**src/rtl/jtframe_sdram_arb_pkg.sv**
```systemverilog
// Shared types and helpers for the SDRAM slot arbiter.
//   arb_st_t : arbiter FSM states (IDLE -> REQ -> WAIT -> IDLE)
//   slot_w() : width of a slot index for a given slot count
package jtframe_sdram_arb_pkg;

    typedef enum logic [1:0] {
        IDLE = 2'd0,
        REQ  = 2'd1,
        WAIT = 2'd2
    } arb_st_t;

    function automatic int slot_w(input int slots);
        return (slots > 1) ? $clog2(slots) : 1;
    endfunction

endpackage

```
**src/rtl/jtframe_rr_pick.sv**
```systemverilog
// Combinational grant picker for the SDRAM slot arbiter.
// Priority slots (prio_i) win first, lowest index first. Otherwise the first
// pending slot strictly after ptr_i wins, wrapping around.
//   pend_i : per-slot pending request
//   prio_i : per-slot high-priority mask
//   ptr_i  : round-robin pointer (last non-priority grant)
//   gnt_o  : granted slot index (valid when any_o)
//   any_o  : at least one slot pending
module jtframe_rr_pick
    import jtframe_sdram_arb_pkg::*;
#(
    parameter int SLOTS = 4,
    parameter int SW    = slot_w(SLOTS)
)(
    input  logic [SLOTS-1:0] pend_i,
    input  logic [SLOTS-1:0] prio_i,
    input  logic [SW-1:0]    ptr_i,
    output logic [SW-1:0]    gnt_o,
    output logic             any_o
);

    logic          found;
    logic [SW:0]   idx;

    assign any_o = |pend_i;

    always_comb begin
        gnt_o = '0;
        found = 1'b0;
        idx   = '0;
        for (int i = 0; i < SLOTS; i++) begin
            if (!found && pend_i[i] && prio_i[i]) begin
                gnt_o = SW'(i);
                found = 1'b1;
            end
        end
        // One extra bit so ptr + k never overflows before the wrap subtract.
        for (int k = 1; k <= SLOTS; k++) begin
            idx = {1'b0, ptr_i} + (SW+1)'(k);
            if (idx >= (SW+1)'(SLOTS))
                idx = idx - (SW+1)'(SLOTS);
            if (!found && pend_i[idx[SW-1:0]]) begin
                gnt_o = idx[SW-1:0];
                found = 1'b1;
            end
        end
    end

endmodule

```
**src/rtl/jtframe_sdram_slot_arb.sv**
```systemverilog
// Arbitrates per-slot SDRAM reads onto a single controller port. Each slot owns
// a one-entry cache (tag + data); slot_ok_o is raised while the slot's current
// address hits its cache. Misses are served one at a time via round-robin with
// an optional high-priority slot mask.
// Optional build macro: JTFRAME_SDRAM_STATS_EN enables saturating idle/busy
// cycle counters; without it idle_cnt_o/busy_cnt_o are constant zero.
// Ports:
//   rst_i, clk_i        async active-high reset, clock
//   slot_cs_i/clr_i     per-slot request / cache invalidate
//   slot_addr_i         per-slot address, slot n at [n*AW+:AW]
//   slot_ok_o/dout_o    per-slot hit flag / cached data
//   sdram_req_o/addr_o  controller request and address
//   sdram_ack_i         controller accepted the request
//   data_rdy_i/read_i   read data strobe and data
//   refresh_en_o        arbiter idle with nothing pending
//   idle_cnt_o/busy_cnt_o statistics counters
module jtframe_sdram_slot_arb
    import jtframe_sdram_arb_pkg::*;
#(
    parameter int               SLOTS     = 4,
    parameter int               AW        = 22,
    parameter int               DW        = 32,
    parameter logic [SLOTS-1:0] PRIO_MASK = '0
)(
    input  logic                rst_i,
    input  logic                clk_i,
    input  logic [SLOTS-1:0]    slot_cs_i,
    input  logic [SLOTS-1:0]    slot_clr_i,
    input  logic [SLOTS*AW-1:0] slot_addr_i,
    output logic [SLOTS-1:0]    slot_ok_o,
    output logic [SLOTS*DW-1:0] slot_dout_o,
    output logic                sdram_req_o,
    output logic [AW-1:0]       sdram_addr_o,
    input  logic                sdram_ack_i,
    input  logic                data_rdy_i,
    input  logic [DW-1:0]       data_read_i,
    output logic                refresh_en_o,
    output logic [31:0]         idle_cnt_o,
    output logic [31:0]         busy_cnt_o
);

    localparam int SW = slot_w(SLOTS);

    logic [SLOTS-1:0][AW-1:0] addr_a;
    logic [SLOTS-1:0][AW-1:0] tag_q;
    logic [SLOTS-1:0][DW-1:0] dout_q;
    logic [SLOTS-1:0]         valid_q, valid_d;
    logic [SLOTS-1:0]         hit, pend;
    arb_st_t                  st_q, st_d;
    logic [SW-1:0]            gnt_q, ptr_q, pick_gnt;
    logic                     pick_any;
    logic [AW-1:0]            req_addr_q;
    logic                     issue, fill;

    assign addr_a = slot_addr_i;

    always_comb begin
        hit = '0;
        for (int n = 0; n < SLOTS; n++)
            hit[n] = valid_q[n] && (tag_q[n] == addr_a[n]);
    end

    assign pend        = slot_cs_i & ~hit;
    assign slot_ok_o   = slot_cs_i & hit;
    assign slot_dout_o = dout_q;

    jtframe_rr_pick #(.SLOTS(SLOTS), .SW(SW)) u_pick (
        .pend_i (pend),
        .prio_i (PRIO_MASK),
        .ptr_i  (ptr_q),
        .gnt_o  (pick_gnt),
        .any_o  (pick_any)
    );

    assign issue = (st_q == IDLE) && pick_any;
    assign fill  = (st_q == WAIT) && data_rdy_i;

    // FSM: state register
    always_ff @(posedge clk_i or posedge rst_i) begin
        if (rst_i) st_q <= IDLE;
        else       st_q <= st_d;
    end

    // FSM: next state. data_rdy in REQ and ack/data_rdy in IDLE are ignored.
    always_comb begin
        st_d = st_q;
        case (st_q)
            IDLE:    if (pick_any)    st_d = REQ;
            REQ:     if (sdram_ack_i) st_d = WAIT;
            WAIT:    if (data_rdy_i)  st_d = IDLE;
            default: st_d = IDLE;
        endcase
    end

    // FSM: outputs
    always_comb begin
        sdram_req_o  = (st_q == REQ);
        refresh_en_o = (st_q == IDLE) && !pick_any;
    end

    assign sdram_addr_o = req_addr_q;

    // A clear or cs drop beats a fill landing on the same edge.
    always_comb begin
        valid_d = valid_q;
        if (fill) valid_d[gnt_q] = 1'b1;
        valid_d = valid_d & slot_cs_i & ~slot_clr_i;
    end

    always_ff @(posedge clk_i or posedge rst_i) begin
        if (rst_i) begin
            gnt_q      <= '0;
            ptr_q      <= SW'(SLOTS-1);
            req_addr_q <= '0;
            valid_q    <= '0;
            tag_q      <= '0;
            dout_q     <= '0;
        end else begin
            valid_q <= valid_d;
            if (issue) begin
                gnt_q      <= pick_gnt;
                req_addr_q <= addr_a[pick_gnt];
                // Priority grants leave the round-robin order untouched.
                if (!PRIO_MASK[pick_gnt]) ptr_q <= pick_gnt;
            end
            // Fill uses the latched address, so a mid-flight address change
            // shows up as a tag miss and triggers a fresh request.
            if (fill) begin
                tag_q[gnt_q]  <= req_addr_q;
                dout_q[gnt_q] <= data_read_i;
            end
        end
    end

`ifdef JTFRAME_SDRAM_STATS_EN
    logic [31:0] idle_q, busy_q;

    always_ff @(posedge clk_i or posedge rst_i) begin
        if (rst_i) begin
            idle_q <= '0;
            busy_q <= '0;
        end else begin
            if (refresh_en_o && (idle_q != 32'hFFFF_FFFF)) idle_q <= idle_q + 32'd1;
            if ((st_q != IDLE) && (busy_q != 32'hFFFF_FFFF)) busy_q <= busy_q + 32'd1;
        end
    end

    assign idle_cnt_o = idle_q;
    assign busy_cnt_o = busy_q;
`else
    assign idle_cnt_o = '0;
    assign busy_cnt_o = '0;
`endif

endmodule

```
**config.mk**
```make
export PLATFORM = sky130hd
export DESIGN_NAME = jtframe_sdram_slot_arb
export DESIGN_NICKNAME = d
export VERILOG_FILES = /design/src/rtl/jtframe_sdram_arb_pkg.sv /design/src/rtl/jtframe_rr_pick.sv /design/src/rtl/jtframe_sdram_slot_arb.sv
export SDC_FILE = /design/constraint.sdc
export NUM_CORES = 1
export LEC_CHECK = 0
export ABC_AREA = 1
export BUFFER_PORTS_ARGS = -buffer_cell sky130_fd_sc_hd__buf_2
export CAP_MARGIN = 20
export CORE_MARGIN = 2
export CORE_UTILIZATION = 38
export DETAILED_ROUTE_END_ITERATION = 10
export GPL_ROUTABILITY_DRIVEN = 0
export PLACE_DENSITY_LB_ADDON = 0.08
export SYNTH_ARGS = -nofsm -noshare
export SYNTH_HDL_FRONTEND = slang
export SYNTH_SLANG_ARGS = --single-unit
```
**constraint.sdc**
```tcl
create_clock -name clk_i -period 8.7 [get_ports clk_i]
set_clock_uncertainty 0.15 [all_clocks]
set_input_delay 0.87 -clock clk_i [delete_from_list [all_inputs] [get_ports clk_i]]
set_output_delay 0.87 -clock clk_i [all_outputs]
set_load 0.02 [all_outputs]
```
==> Word-level counts from Yosys, hierarchy flattened <==
Cells that the tools add are included.
{ "word_totals": {"input_bits": 132, "ff_bits": 248, "out_inout_bits": 220} }
{ "op_classes": {"n_reduce_logical": 19, "n_lt_le_gt_ge": 11, "n_eq_ne": 9, "muxes": 36, "bitwise_logic": 8, "addsub": 8} }
{ "op_table": {"columns": ["cell", "count"], "rows": [
  ["128-bit bitwise mux", 1],
  ["88-bit bitwise mux", 1],
  ["22-bit == test", 4],
  ["32-bit demux with 2-bit select", 1],
  ["22-bit binary-select mux with 2-bit select", 1],
  ["22-bit demux with 2-bit select", 1],
  ["22-bit 2-to-1 mux", 2],
  ["32-bit 2-to-1 mux", 1],
  ["2-bit 2-to-1 mux", 11],
  ["2-bit by 3-bit less-than comparator with 1-bit output (second input constant)", 6],
  ["4-bit AND", 4],
  ["3-bit greater-or-equal comparator (second input constant)", 4],
  ["1-bit logical AND", 11],
  ["1-bit binary-select mux with 2-bit select", 5],
  ["1-bit 2-to-1 mux", 9],
  ["4-bit NOT", 2],
  ["2-bit by 1-bit subtractor with 2-bit output (second input constant)", 4],
  ["2-bit by 2-bit adder with 3-bit output (second input constant)", 2],
  ["2-bit one-hot mux with 3 select lines", 1],
  ["1-bit logical NOT", 4],
  ["4-bit 2-to-1 mux", 1],
  ["2-bit inequality test (second input constant)", 2],
  ["4-bit OR", 1],
  ["4-bit OR reduction", 1],
  ["other kinds (11)", 11]
]} }

==> Longest topological paths before layout <==
Gate-level depths: netlist of run 1.
{ "logic_depth": {"word_depth": 20, "depth_mapped": 20, "mapped_depth_nobuf": 19} }

==> By module <==
A second synthesis of run 1 with hierarchy kept.
{ "unflattened": {"hier_cells": 1663, "area_unflattened_um2": 12401.9} }
{ "by_module_without_submodules": {"columns": ["module", "area_each_um2", "instances", "cells_each"], "rows": [
  ["jtframe_sdram_slot_arb", 12030.3, 1, 1584],
  ["jtframe_rr_pick", 371.6, 1, 79]
]} }

==> Least setup slack after synthesis of run 1 <==
OpenSTA, ideal clock, no wires.
{ "synth_timing": {"path_type": "input to output", "start": "input port slot_addr_i[50]", "end": "output port refresh_en_o", "stages": 11, "arrival_time_ps": 1971, "n_path_buf": 0, "setup_slack_ps": 5709, "path_cell_list": "inv_1 > nand2_1 > nand2_1 > nor2_1 > nand2_1 > nor2_1 > nand3_1 > nand2_1 > nand2_1 > a221oi_1 > and3_1"} }
{ "synth_between": {"elab_chain_len": 7} }
{ "synth_rtl": {"columns": ["item", "line_no", "source"], "rows": [
  ["from (decl)", "jtframe_sdram_slot_arb.sv:29", "input logic [SLOTS*AW-1:0] slot_addr_i,"],
  ["22-bit == test", "jtframe_sdram_slot_arb.sv:60", "hit[n] = valid_q[n] && (tag_q[n] == addr_a[n]);"],
  ["1-bit logical AND", "jtframe_sdram_slot_arb.sv:60", null],
  ["4-bit NOT", "jtframe_sdram_slot_arb.sv:63", "assign pend = slot_cs_i & ~hit;"],
  ["4-bit AND", "jtframe_sdram_slot_arb.sv:63", null],
  ["4-bit OR reduction", "jtframe_rr_pick.sv:25", "assign any_o = |pend_i;"],
  ["1-bit logical NOT", "jtframe_sdram_slot_arb.sv:98", "refresh_en_o = (st_q == IDLE) && !pick_any;"],
  ["1-bit logical AND", "jtframe_sdram_slot_arb.sv:98", null],
  ["to (decl)", "jtframe_sdram_slot_arb.sv:37", "output logic refresh_en_o,"]
]} }
Every way passes these cells.

==> Worst setup path in the final report of run 1 <==
{ "layout_timing": {"start": "input port slot_addr_i[72]", "end": "output port refresh_en_o"} }
Same word-level chain as after synthesis.

==> impl_metrics.py, run 1 <==
metrics = {
    "grt": {
        "antenna_violations_before_repair": 4,
        "track_usage_pct": 23.05,
        "number_of_global_route_vias_before_repair": 10510,
        "largest_net_degree_at_the_start_of_global_routing": 114,
        "grt_remaining_overflow": 0,
        "first_pass_grt_wire_length_mm": 60.01,
    },
    "final_layout": {
        "mostFrequentLayoutCell": "nand2_1",
        "finish.net_count": 2005,
        "post-route-util_pct": 46.69,
        "post_route_cells_drive_above_1_share_pct": 19.43,
        "area_delta_synth_final_pct": 20.91,
        "commonest_non_fill_non_tap_cells_in_the_layout": "nand2_1 (509), buf_2 (287), dfrtp_1 (246)",
    },
    "timing": {
        "hold_viol_final": 0,
        "final.period_utilization_pct": 43.60,
        "post-route-worst-setup-slack_ns": 4.907,
        "slew_violations": 0,
        "tightestPinTransition_ns": 1.025,
        "fin_setup_tns_ns": 0,
        "timing.hold.ws_ns": 0.3011,
        "setup_viol": 0,
        "rsz0062_at_grt": "no",
        "remaining_max_slew_budget_at_the_tightest_pin_pct": 31.66,
        "fin_crit_ns": 3.793,
        "clock.fmax_ghz": 0.2636,
    },
    "clock_tree": {
        "ctsRootBufferMaster": "clkbuf_16",
        "cts-resized-gates": 0,
        "cts-htree-levels": 1,
        "clkTransAtPathRegs_ns": 0.06,
        "cts_tree": "built",
        "clock_insertion_delay_worst_skew_ns": 0.57,
        "inserted_clock_buffers": 29,
        "cts_hold_buffers": 0,
        "cts_buffer_depth": 3,
        "cts_num_sinks": 248,
        "cts_post_setup_buffers_inserted": 0,
    },
    "setup_path": {
        "ff2ff_setup_slack_ns": 5.13,
        "cp.arrival_ns": 2.77,
        "crit_path_frequent_cell": "nand2_1",
        "crit_path_start_kind": "input port",
        "slowest_delay_ns": 0.33,
        "critPathRequiredTime_ns": 7.68,
        "crit_chain": "buf_2 -> inv_1 -> nand2_1 -> nand2_1 -> nor2_1 -> nand2_1 -> nor2_1 -> nand3_1 -> nand2_1 -> nand2_1 -> a221oi_1 -> and3_1 -> buf_2",
        "worstPathMaxFanout": 4,
        "timing.critical_path.to_type": "output pin",
        "worst_path_max_delay_cell": "a221oi_1",
        "critPathKind": "input port to output pin",
    },
    "power_and_ir_drop": {
        "power_share_of_the_combinational_group_pct": 42.8,
        "ir_worst_vdd_mv": 0.2622,
        "clk_network_pwr_share_pct": 21.7,
        "static-leakage-power_nw": 8.144,
        "cellInternalPower_mw": 3.364,
        "total_power_mw": 6.051,
        "power_density_nw_per_um2": 409.6,
        "switching_part_of_the_total_pct": 44.41,
        "switchingPower_mw": 2.687,
        "p_seq_share_pct": 35.5,
    },
    "drt": {
        "ant_nets": 0,
        "mean_number_of_vias_per_cell": 4.720,
        "drt-initial-drc-count": 684,
        "detail_route.drc_violations": 0,
        "vias": 10850,
        "postRouteWirelength_mm": 39.25,
        "detail_route.first_pass.iterations": 5,
        "wire_per_inst_um": 17.07,
    },
    "floorplan": {
        "chipHeight_um": 183.3,
        "area_of_the_placeable_core_um2": 31640,
        "fp-row-count": 65,
        "design.die.area_um2": 33600,
        "floorplan.initialDensity_pct": 38.62,
        "boundaryPins": 352,
        "width_of_the_die_um": 183.3,
    },
    "synthesis": {
        "synth_area_um2": 12220,
        "seq_area_frac_synth_pct": 50.82,
        "number_of_flip_flops_and_latches_in_the_synthesized_netlist": 248,
        "yosysTopAreaCell": "dfrtp_1",
        "post-synth-top-area-fraction_pct": 50.39,
        "netlist-cell-type-count": 33,
        "yosys_warnings": 0,
        "syn_area_per_cell_um2": 7.588,
        "syn_inst": 1610,
        "synthTopCellsByArea": "dfrtp_1 (50%), nand2_1 (16%), inv_1 (5.8%)",
    },
    "min_path": {
        "hp-class": "input port to flop",
    },
    "place": {
        "post_dp_hpwl_mm": 28.22,
        "place_worst_setup_slack_ns": 4.527,
        "io_buffer_count": 287,
    },
    "flow_run": {
        "max-cap-violations": 0,
    },
    "status": {
        "status": "finished, final reports clean",
    },
}
## final timing paths
path	startpoint	to	depth (start not counted)
hold reg to reg	slot_dout_o[2]	slot_dout_o[2]	2
max in group asynchronous	rst_i	tag_q[17]	3
hold / removal	slot_clr_i[3]	valid_q[3]	2
min in group asynchronous	rst_i	slot_dout_o[91]	2
setup reg to reg	tag_q[81]	sdram_addr_o[19]	17
setup / recovery	slot_addr_i[72]	refresh_en_o	13
## kinds of logic after synthesis
kind of cell | count (synthesis) | share of synthesized area [%]
muxes | 4 | 0.3687
and+or+nand+nor | 783 | 25.73
AOI/OAI and AO/OA | 246 | 10.20
buffers and inverters | 319 | 12.21
DFF | 248 | 50.82
xor gates and xnor gates | 9 | 0.6453
other | 1 | 0.03070
## routing by layer
metal | GRT usage [%] | wire, µm | vias to the layer above
met3 | 5.997 | 3177 | 51
li1 | - | - | 5388
met2 | 39.38 | 18860 | 369
met5 | 0 | 13 | -
met4 | 5.536 | 886 | 2
met1 | 29.22 | 16320 | 5042
## flip-flops by register name, indices dropped and copies added, names as in the netlist
register and flops:
st_q 2, gnt_q 2, tag_q 88, ptr_q 2, sdram_addr_o 22, slot_dout_o 128
valid_q 4
## synth_stat cells
| cell type | number |
|---|---|
| xnor2_1 | 8 |
| a21oi_2 | 1 |
| inv_2 | 2 |
| a221oi_1 | 1 |
| dfrtp_1 | 246 |
| mux2_2 | 4 |
| nand3_2 | 2 |
| nand3_4 | 3 |
| nor2_1 | 168 |
| a21o_1 | 1 |
| clkbuf_1 | 43 |
| nand3_1 | 89 |
| clkinv_2 | 1 |
| clkinv_1 | 1 |
| nand2_4 | 2 |
| buf_6 | 4 |
| conb_1 | 1 |
| nand2_1 | 509 |
| and3_1 | 1 |
| o21ai_0 | 128 |
| inv_1 | 188 |
| nor3_1 | 5 |
| nand2_2 | 2 |
| xor2_1 | 1 |
| a21oi_1 | 105 |
| o21ai_1 | 8 |
| o31ai_1 | 2 |
| buf_1 | 4 |
| nand4_1 | 1 |
| buf_2 | 9 |
| nor2_4 | 1 |
| dfstp_2 | 2 |
| buf_4 | 67 |
## metrics by stage
| stage | cell area, µm² | instances |
|---|---|---|
| 4_1_cts | 14740 | 2295 |
| 6_report | 14770 | 2299 |
| 3_3_place_gp | 13710 | 2243 |
| 5_1_grt | 14770 | 2297 |
| 3_5_place_dp | 13710 | 2243 |
| 2_1_floorplan | 12450 | 1673 |
## final cells by class
| class | instances | area, µm² |
|---|---|---|
| antenna | 3 | 7.507 |
| clock buffer | 41 | 830.8 |
| clock inverter | 11 | 195.2 |
| fill | 3292 | 16860 |
| inverter | 192 | 729.5 |
| multi-input combinational | 1106 | 4773 |
| sequential | 248 | 6208 |
| tap | 402 | 503.0 |
| timing repair buffer | 296 | 1524 |
## worst max-delay path, delay by kind of cell
family / cells / cell delay [ns]
buf+inv: 3 / 0.36
simple gates: 9 / 1.22
compound gates: 1 / 0.33
## power groups by stage
| stage | registers, mW | logic, mW | clock network [mW] |
|---|---|---|---|
| floorplan | 2.47 | 1.44 | 0 |
| global placement | 2.15 | 2.57 | 0 |
| detailed placement | 2.15 | 2.60 | 0 |
| CTS | 2.15 | 2.61 | 1.35 |
| global route | 2.22 | 2.91 | 1.39 |
| finish | 2.15 | 2.59 | 1.31 |
No activity file was read; power rests on OpenSTA's default activity.
==> inputs of run 2 (changes only) <==
--- a/config.mk
+++ b/config.mk
@@ -5,7 +5,7 @@
 export SDC_FILE = /design/constraint.sdc
 export NUM_CORES = 1
 export LEC_CHECK = 0
-export ABC_AREA = 1
+export ABC_AREA = 0
 export BUFFER_PORTS_ARGS = -buffer_cell sky130_fd_sc_hd__buf_2
 export CAP_MARGIN = 20
 export CORE_MARGIN = 2
==> constraint.sdc (replaced) <==
create_clock -name clk_i -period 3.2 [get_ports clk_i]
set_clock_uncertainty 0.15 [all_clocks]
set_input_delay 0.32 -clock clk_i [delete_from_list [all_inputs] [get_ports clk_i]]
set_output_delay 0.32 -clock clk_i [all_outputs]
set_load 0.02 [all_outputs]
==> run 2 against run 1 <==
Against the previous run:
- power increased to 2.6 times the previous value
- flip-flop and latch count unchanged
- die area increased by 0.12%
- critical endpoint unchanged
- non-clock buffer count increased by 109
- critical path type is now flop to output pin
- first-iteration DRC count decreased by 37%
- synthesized cell count decreased by 40%
- via count decreased by 18%
- register-to-register slack got worse by 4.9 ns
- global-route usage decreased by 0.67 points
- final cell count decreased by 22%
- worst setup slack got worse by 4.8 ns
==> impl_metrics.py, run 2 <==
metrics = {
    "place": {
        "place_inst": 1646,
        "place_area_um2": 14050,
        "post_dp_hpwl_mm": 27.47,
        "place_worst_setup_slack_ns": 0.08315,
        "io_buffer_count": 287,
    },
    "grt": {
        "first_pass_grt_wire_length_mm": 57.48,
        "number_of_global_route_vias_before_repair": 9427,
        "antenna_violations_before_repair": 8,
        "track_usage_pct": 22.38,
        "grt_remaining_overflow": 0,
        "largest_net_degree_at_the_start_of_global_routing": 86,
    },
    "clock_tree": {
        "clock_insertion_delay_worst_skew_ns": 0.55,
        "inserted_clock_buffers": 29,
        "cts_tree": "built",
        "cts_num_sinks": 248,
        "cts-htree-levels": 1,
        "clkTransAtPathRegs_ns": 0.06,
        "ctsRootBufferMaster": "clkbuf_16",
        "cts_buffer_depth": 3,
    },
    "drt": {
        "met1Wirelength_mm": 16.57,
        "wire_per_inst_um": 21.27,
        "mean_number_of_vias_per_cell": 5.013,
        "detail_route.first_pass.iterations": 5,
        "top_signal_layer_used": "met5",
        "drt-initial-drc-count": 428,
        "vias": 8934,
        "met3WireLength_mm": 2.637,
        "detail_route.drc_violations": 0,
        "postRouteWirelength_mm": 37.90,
        "ant_nets": 0,
        "routed-wl-met2_mm": 18.03,
    },
    "power_and_ir_drop": {
        "clk_network_pwr_share_pct": 22.2,
        "power_density_nw_per_um2": 975.6,
        "p_seq_share_pct": 36.2,
        "switchingPower_mw": 6.069,
        "ir_worst_vdd_mv": 0.5761,
        "power_share_of_the_combinational_group_pct": 41.6,
        "switching_part_of_the_total_pct": 38.88,
        "static-leakage-power_nw": 7.645,
        "cellInternalPower_mw": 9.541,
    },
    "floorplan": {
        "floorplan.initialDensity_pct": 38.66,
        "width_of_the_die_um": 183.4,
        "chipHeight_um": 183.4,
        "fp-row-count": 65,
        "area_of_the_placeable_core_um2": 31640,
        "boundaryPins": 352,
        "design.die.area_um2": 33640,
    },
    "synthesis": {
        "synth_commonest_cells": "dfrtp_1 (246), mux2_2 (216), buf_4 (68)",
        "ys.flop_type": "dfrtp_1",
        "syn_area_per_cell_um2": 12.65,
        "yosys.cell_count.top_type": "dfrtp_1",
        "number_of_flops_mapped_to_enable_cells_by_yosys": 0,
        "synthTopCellsByArea": "dfrtp_1 (50%), mux2_2 (20%), buf_4 (4.2%)",
        "netlist-cell-type-count": 58,
        "yosysTopAreaCell": "dfrtp_1",
        "async_reset_ff_share_pct": 100.0,
        "synth_area_um2": 12230,
        "number_of_flip_flops_and_latches_in_the_synthesized_netlist": 248,
        "yosys_warnings": 0,
        "post-synth-top-area-fraction_pct": 50.33,
        "seq_area_frac_synth_pct": 50.76,
        "syn_inst": 967,
    },
    "setup_path": {
        "critical_path_depth_in_cells": 7,
        "r2r_cells": 11,
        "ff2ff_setup_slack_ns": 0.28,
        "worst-path-buf-inv": 2,
        "worst_path_dominant_cell_family": "simple AND/OR/NAND/NOR gates",
        "timing.critical_path.to_type": "output pin",
        "worstPathMaxFanout": 5,
        "crit_chain": "xnor2_1 -> nand4_1 -> nor4_2 -> a21boi_1 -> nor4_2 -> buf_4 -> buf_2",
        "critPathRequiredTime_ns": 2.73,
        "rr_endpoint": "sdram_addr_o[17]",
        "critPathCapture": "refresh_en_o",
        "slowest_delay_ns": 0.39,
        "reg2reg_from": "tag_q[57]",
        "critPathKind": "flop to output pin",
        "crit_path_start_kind": "flop",
        "cp.arrival_ns": 2.67,
        "critical_path_source": "tag_q[4]",
        "worst_path_max_delay_cell": "dfrtp_1",
        "crit_path_frequent_cell": "nor4_2",
    },
    "timing": {
        "hold_viol_final": 0,
        "slew_violations": 0,
        "setup_viol": 0,
        "clock.fmax_ghz": 0.3182,
        "final.period_utilization_pct": 98.21,
        "fin_crit_ns": 3.143,
        "post-route-worst-setup-slack_ns": 0.05720,
        "remaining_max_slew_budget_at_the_tightest_pin_pct": 58.39,
        "tightestPinTransition_ns": 0.6242,
        "fin_setup_tns_ns": 0,
        "rsz0062_at_grt": "no",
    },
    "final_layout": {
        "largest_reg_flops": 128,
        "finish.net_count": 1486,
        "stdcell_count": 1782,
        "area_delta_synth_final_pct": 30.81,
        "post-route-util_pct": 50.58,
        "commonest_non_fill_non_tap_cells_in_the_layout": "buf_2 (287), dfrtp_1 (246), mux2_2 (216)",
        "mostFrequentLayoutCell": "buf_2",
        "final_design_area_no_fill_um2": 16000,
        "post_route_cells_drive_above_1_share_pct": 49.38,
    },
    "min_path": {
        "hp-class": "input port to flop",
    },
    "status": {
        "status": "finished, final reports clean",
    },
    "flow_run": {
        "max-cap-violations": 0,
    },
}
==> run 2: changes by cell type in the layout (fill, tap and decap cells not counted), sizes merged, moves of 32 or more <==
cell,before,now
nand2,513,47
mux2,4,216
inv,192,29
nor2,169,32
o21ai,136,6
nand3,94,4
a21oi,106,25
dlygate4sd3,0,75
xor2,1,48
a211oi,0,45
buf,296,330
nand4,1,35
xnor2,8,40
==> run 2: cell type report <==
class	instances	area [µm²]
diodes	5	12.51
clock buffers	45	865.8
clock inverters	7	137.6
fillers	2853	15640
inverters	30	116.4
multi-input cells	640	5584
flip-flops and latches	248	6208
well taps	402	503.0
repair buffers	405	2572
==> run 2: repair_timing <==
item / 4_1_cts / 5_1_grt
endpoints found under the hold margin: 174 / 0
pin swaps: 4 / 4
buffers inserted: 3 / 1
hold buffers: 75 / 0
gates resized for setup: 18 / 4
setup endpoints to repair: 1 / 1
==> run 2: cells by family after synthesis <==
logic type / share of synthesized area, %
other: 0.03066
flip-flops: 50.76
multiplexers: 19.89
XOR/XNOR: 6.363
AO/OA/AOI/OAI: 9.032
AND/OR/NAND/NOR: 6.864
buffers and inverters: 7.068
==> run 2: per-layer routing <==
layer	vias to the layer above	GRT usage [%]
li1	4112	-
met1	4455	29.87
met2	310	37.13
met3	51	5.151
met4	6	5.088
met5	-	0
==> run 2: per-stage QoR <==
stage	hold WS, ns	power (mW)
2_1_floorplan	0.2403	9.727
3_3_place_gp	0.2449	11.96
3_5_place_dp	0.2434	12.03
4_1_cts	0.004124	15.75
5_1_grt	0.01702	16.46
6_report	0.02368	15.61
==> run 2: worst reg2reg max path, delay by kind of cell, from the launching register on <==
| kind | cells | cell delay (ns) |
|---|---|---|
| AO/OA/AOI/OAI | 5 | 1.06 |
| XOR/XNOR | 1 | 0.25 |
| buffers and inverters | 3 | 0.44 |
| flip-flops | 1 | 0.40 |
| AND/OR/NAND/NOR | 2 | 0.49 |
==> run 2: power groups by stage <==
stage	combinational, mW	clock [mW]	sequential [mW]
5_1_grt	6.92	3.68	5.86
3_3_place_gp	6.34	0	5.62
6_report	6.50	3.46	5.64
3_5_place_dp	6.37	0	5.66
4_1_cts	6.53	3.57	5.64
2_1_floorplan	3.13	0	6.60
==> run 2: worst min-delay path by stage <==
stage / from / cells after the start / end
2_1_floorplan: slot_clr_i[0] / 1 / valid_q[0]
5_1_grt: slot_addr_i[59] / 3 / sdram_addr_o[15]
4_1_cts: slot_addr_i[59] / 3 / sdram_addr_o[15]
6_report: slot_addr_i[62] / 3 / sdram_addr_o[18]
3_3_place_gp: rst_i / 2 / slot_dout_o[91]
3_5_place_dp: rst_i / 2 / slot_dout_o[53]
==> inputs of run 3 (changes only) <==
--- a/config.mk
+++ b/config.mk
@@ -6,7 +6,7 @@
 export NUM_CORES = 1
 export LEC_CHECK = 0
 export ABC_AREA = 0
-export BUFFER_PORTS_ARGS = -buffer_cell sky130_fd_sc_hd__buf_2
+export BUFFER_PORTS_ARGS = -buffer_cell sky130_fd_sc_hd__clkbuf_2
 export CAP_MARGIN = 20
 export CORE_MARGIN = 2
 export CORE_UTILIZATION = 38
==> run 3 against run 2 <==
Against the previous run:
- clock power about the same
- combinational power is essentially flat
- sequential share of layout area fell by 0.33 points
- largest cell class unchanged
==> impl_metrics.py, run 3 (synthesis results as in run 2) <==
metrics = {
    "floorplan": {
        "width_of_the_die_um": 183.4,
        "area_of_the_placeable_core_um2": 31640,
        "boundaryPins": 352,
        "fp-row-count": 65,
        "chipHeight_um": 183.4,
        "floorplan.initialDensity_pct": 38.66,
        "design.die.area_um2": 33640,
    },
    "timing": {
        "fin_setup_tns_ns": 0,
        "fin_crit_ns": 3.121,
        "final.period_utilization_pct": 97.53,
        "clock.fmax_ghz": 0.3204,
        "hold_viol_final": 0,
        "rsz0062_at_grt": "no",
        "remaining_max_slew_budget_at_the_tightest_pin_pct": 38.99,
        "post-route-worst-setup-slack_ns": 0.07897,
        "setup_viol": 0,
        "tightestPinTransition_ns": 0.9133,
        "slew_violations": 0,
    },
    "drt": {
        "detail_route.drc_violations": 0,
        "ant_nets": 0,
        "vias": 8987,
        "postRouteWirelength_mm": 38.20,
        "detail_route.first_pass.iterations": 5,
        "mean_number_of_vias_per_cell": 5.012,
        "drt-initial-drc-count": 405,
        "wire_per_inst_um": 21.30,
    },
    "setup_path": {
        "timing.critical_path.to_type": "output pin",
        "r2r_cells": 11,
        "cp.arrival_ns": 2.65,
        "ff2ff_setup_slack_ns": 0.17,
        "critPathRequiredTime_ns": 2.73,
        "worstPathMaxFanout": 7,
        "reg2reg_from": "tag_q[47]",
        "rr_endpoint": "sdram_addr_o[21]",
        "crit_path_start_kind": "input port",
        "critPathKind": "input port to output pin",
        "crit_chain": "dlygate4sd3_1 -> clkbuf_2 -> xnor2_1 -> buf_4 -> nand4_1 -> nor4_2 -> a21o_2 -> buf_4 -> nand2_1 -> nor4_2 -> buf_4 -> buf_4",
        "worst_path_max_delay_cell": "dlygate4sd3_1",
        "crit_path_frequent_cell": "buf_4",
        "slowest_delay_ns": 0.53,
    },
    "final_layout": {
        "area_delta_synth_final_pct": 31.95,
        "multi_input_area_um2": 5578,
        "nFillCells": 2848,
        "commonest_non_fill_non_tap_cells_in_the_layout": "clkbuf_2 (286), dfrtp_1 (246), mux2_2 (216)",
        "seqCellArea_um2": 6208,
        "largest_reg_flops": 128,
        "mostFrequentLayoutCell": "clkbuf_2",
        "finish.net_count": 1498,
        "post_route_cells_drive_above_1_share_pct": 49.06,
        "post-route-util_pct": 51.01,
        "final_design_area_no_fill_um2": 16140,
    },
    "min_path": {
        "whs_endpoint": "sdram_addr_o[8]",
        "worstHoldStart": "slot_addr_i[8]",
        "hold_path_stages": 3,
        "hp-class": "input port to flop",
    },
    "grt": {
        "antenna_violations_before_repair": 4,
        "number_of_global_route_vias_before_repair": 9229,
        "first_pass_grt_wire_length_mm": 57.14,
        "largest_net_degree_at_the_start_of_global_routing": 57,
        "track_usage_pct": 22.47,
        "grt_remaining_overflow": 0,
    },
    "clock_tree": {
        "cts_buffer_depth": 3,
        "cts_num_sinks": 248,
        "inserted_clock_buffers": 29,
        "ctsRootBufferMaster": "clkbuf_16",
        "clkTransAtPathRegs_ns": 0.06,
        "cts-htree-levels": 1,
        "clock_insertion_delay_worst_skew_ns": 0.57,
        "cts_tree": "built",
    },
    "place": {
        "place_worst_setup_slack_ns": 0.1325,
        "io_buffer_count": 287,
        "post_dp_hpwl_mm": 27.68,
        "place_area_um2": 14100,
    },
    "flow_run": {
        "max-cap-violations": 0,
    },
    "status": {
        "status": "finished, final reports clean",
    },
    "power_and_ir_drop": {
        "ir_worst_vdd_mv": 0.5758,
        "total_power_mw": 15.65,
        "power_density_nw_per_um2": 969.5,
        "static-leakage-power_nw": 7.729,
    },
}
## run 3: cell types whose count changed in the layout (fill, tap and decap cells not counted), sizes merged
| cell | previous run | this run |
|---|---|---|
| clkbuf | 45 | 330 |
| buf | 330 | 47 |
| dlygate4sd3 | 75 | 84 |
| clkinv | 2 | 5 |
| diode | 5 | 3 |
| bufinv | 4 | 3 |
| clkinvlp | 2 | 1 |
| inv | 29 | 30 |
## run 3: final cells by class
type	instances	area share [%]
clock inverter	9	0.8605
clock buffer	44	5.342
sequential	248	38.47
tap	402	3.117
timing repair buffer	417	16.89
multi-input combinational	640	34.56
inverter	30	0.7210
antenna	3	0.04652
## run 3: repair_timing
item                       CTS  global route
setup endpoints to repair    1             1
hold buffers                84             0
gates resized for setup     14             9
gates cloned                 0             0
pin swaps                    4             7
buffers inserted             2             3
hold endpoints to repair   183             0
## run 3: critical path: cells and delay by family
kind / cells / cell delay [ns]
compound gates: 1 / 0.20
xor+xnor: 1 / 0.13
buf+inv: 6 / 1.27
simple gates: 4 / 0.73
## run 3: metrics by stage
step,cells,hold slack (ns)
after floorplan,1030,0.2403
after global placement,1648,0.3341
after detailed placement,1648,0.3306
after CTS,1787,0.0003628
after global routing,1793,0.02656
final,1793,0.01262
## run 3: power breakdown
group	internal (mW)	switching [mW]	total, mW
clock network	2.10	1.37	3.47
registers	4.62	1.08	5.70
logic	2.73	3.75	6.48
total	9.45	6.20	15.6
## run 3: routing by layer
layer  GRT usage, %  wire (µm)
met4          6.656       1131
met3          5.408       2460
met5              0         13
met2          36.29      17780
met1          30.07      16810
## run 3: worst max path at each step
stage / start / endpoint / cells past startpoint
final: slot_addr_i[49] / refresh_en_o / 12
after global routing: tag_q[49] / refresh_en_o / 10
after CTS: tag_q[62] / refresh_en_o / 9
after detailed placement: slot_addr_i[45] / sdram_addr_o[16] / 11
after global placement: slot_addr_i[62] / sdram_addr_o[10] / 11
after floorplan: rst_i / gnt_q[0] / 1
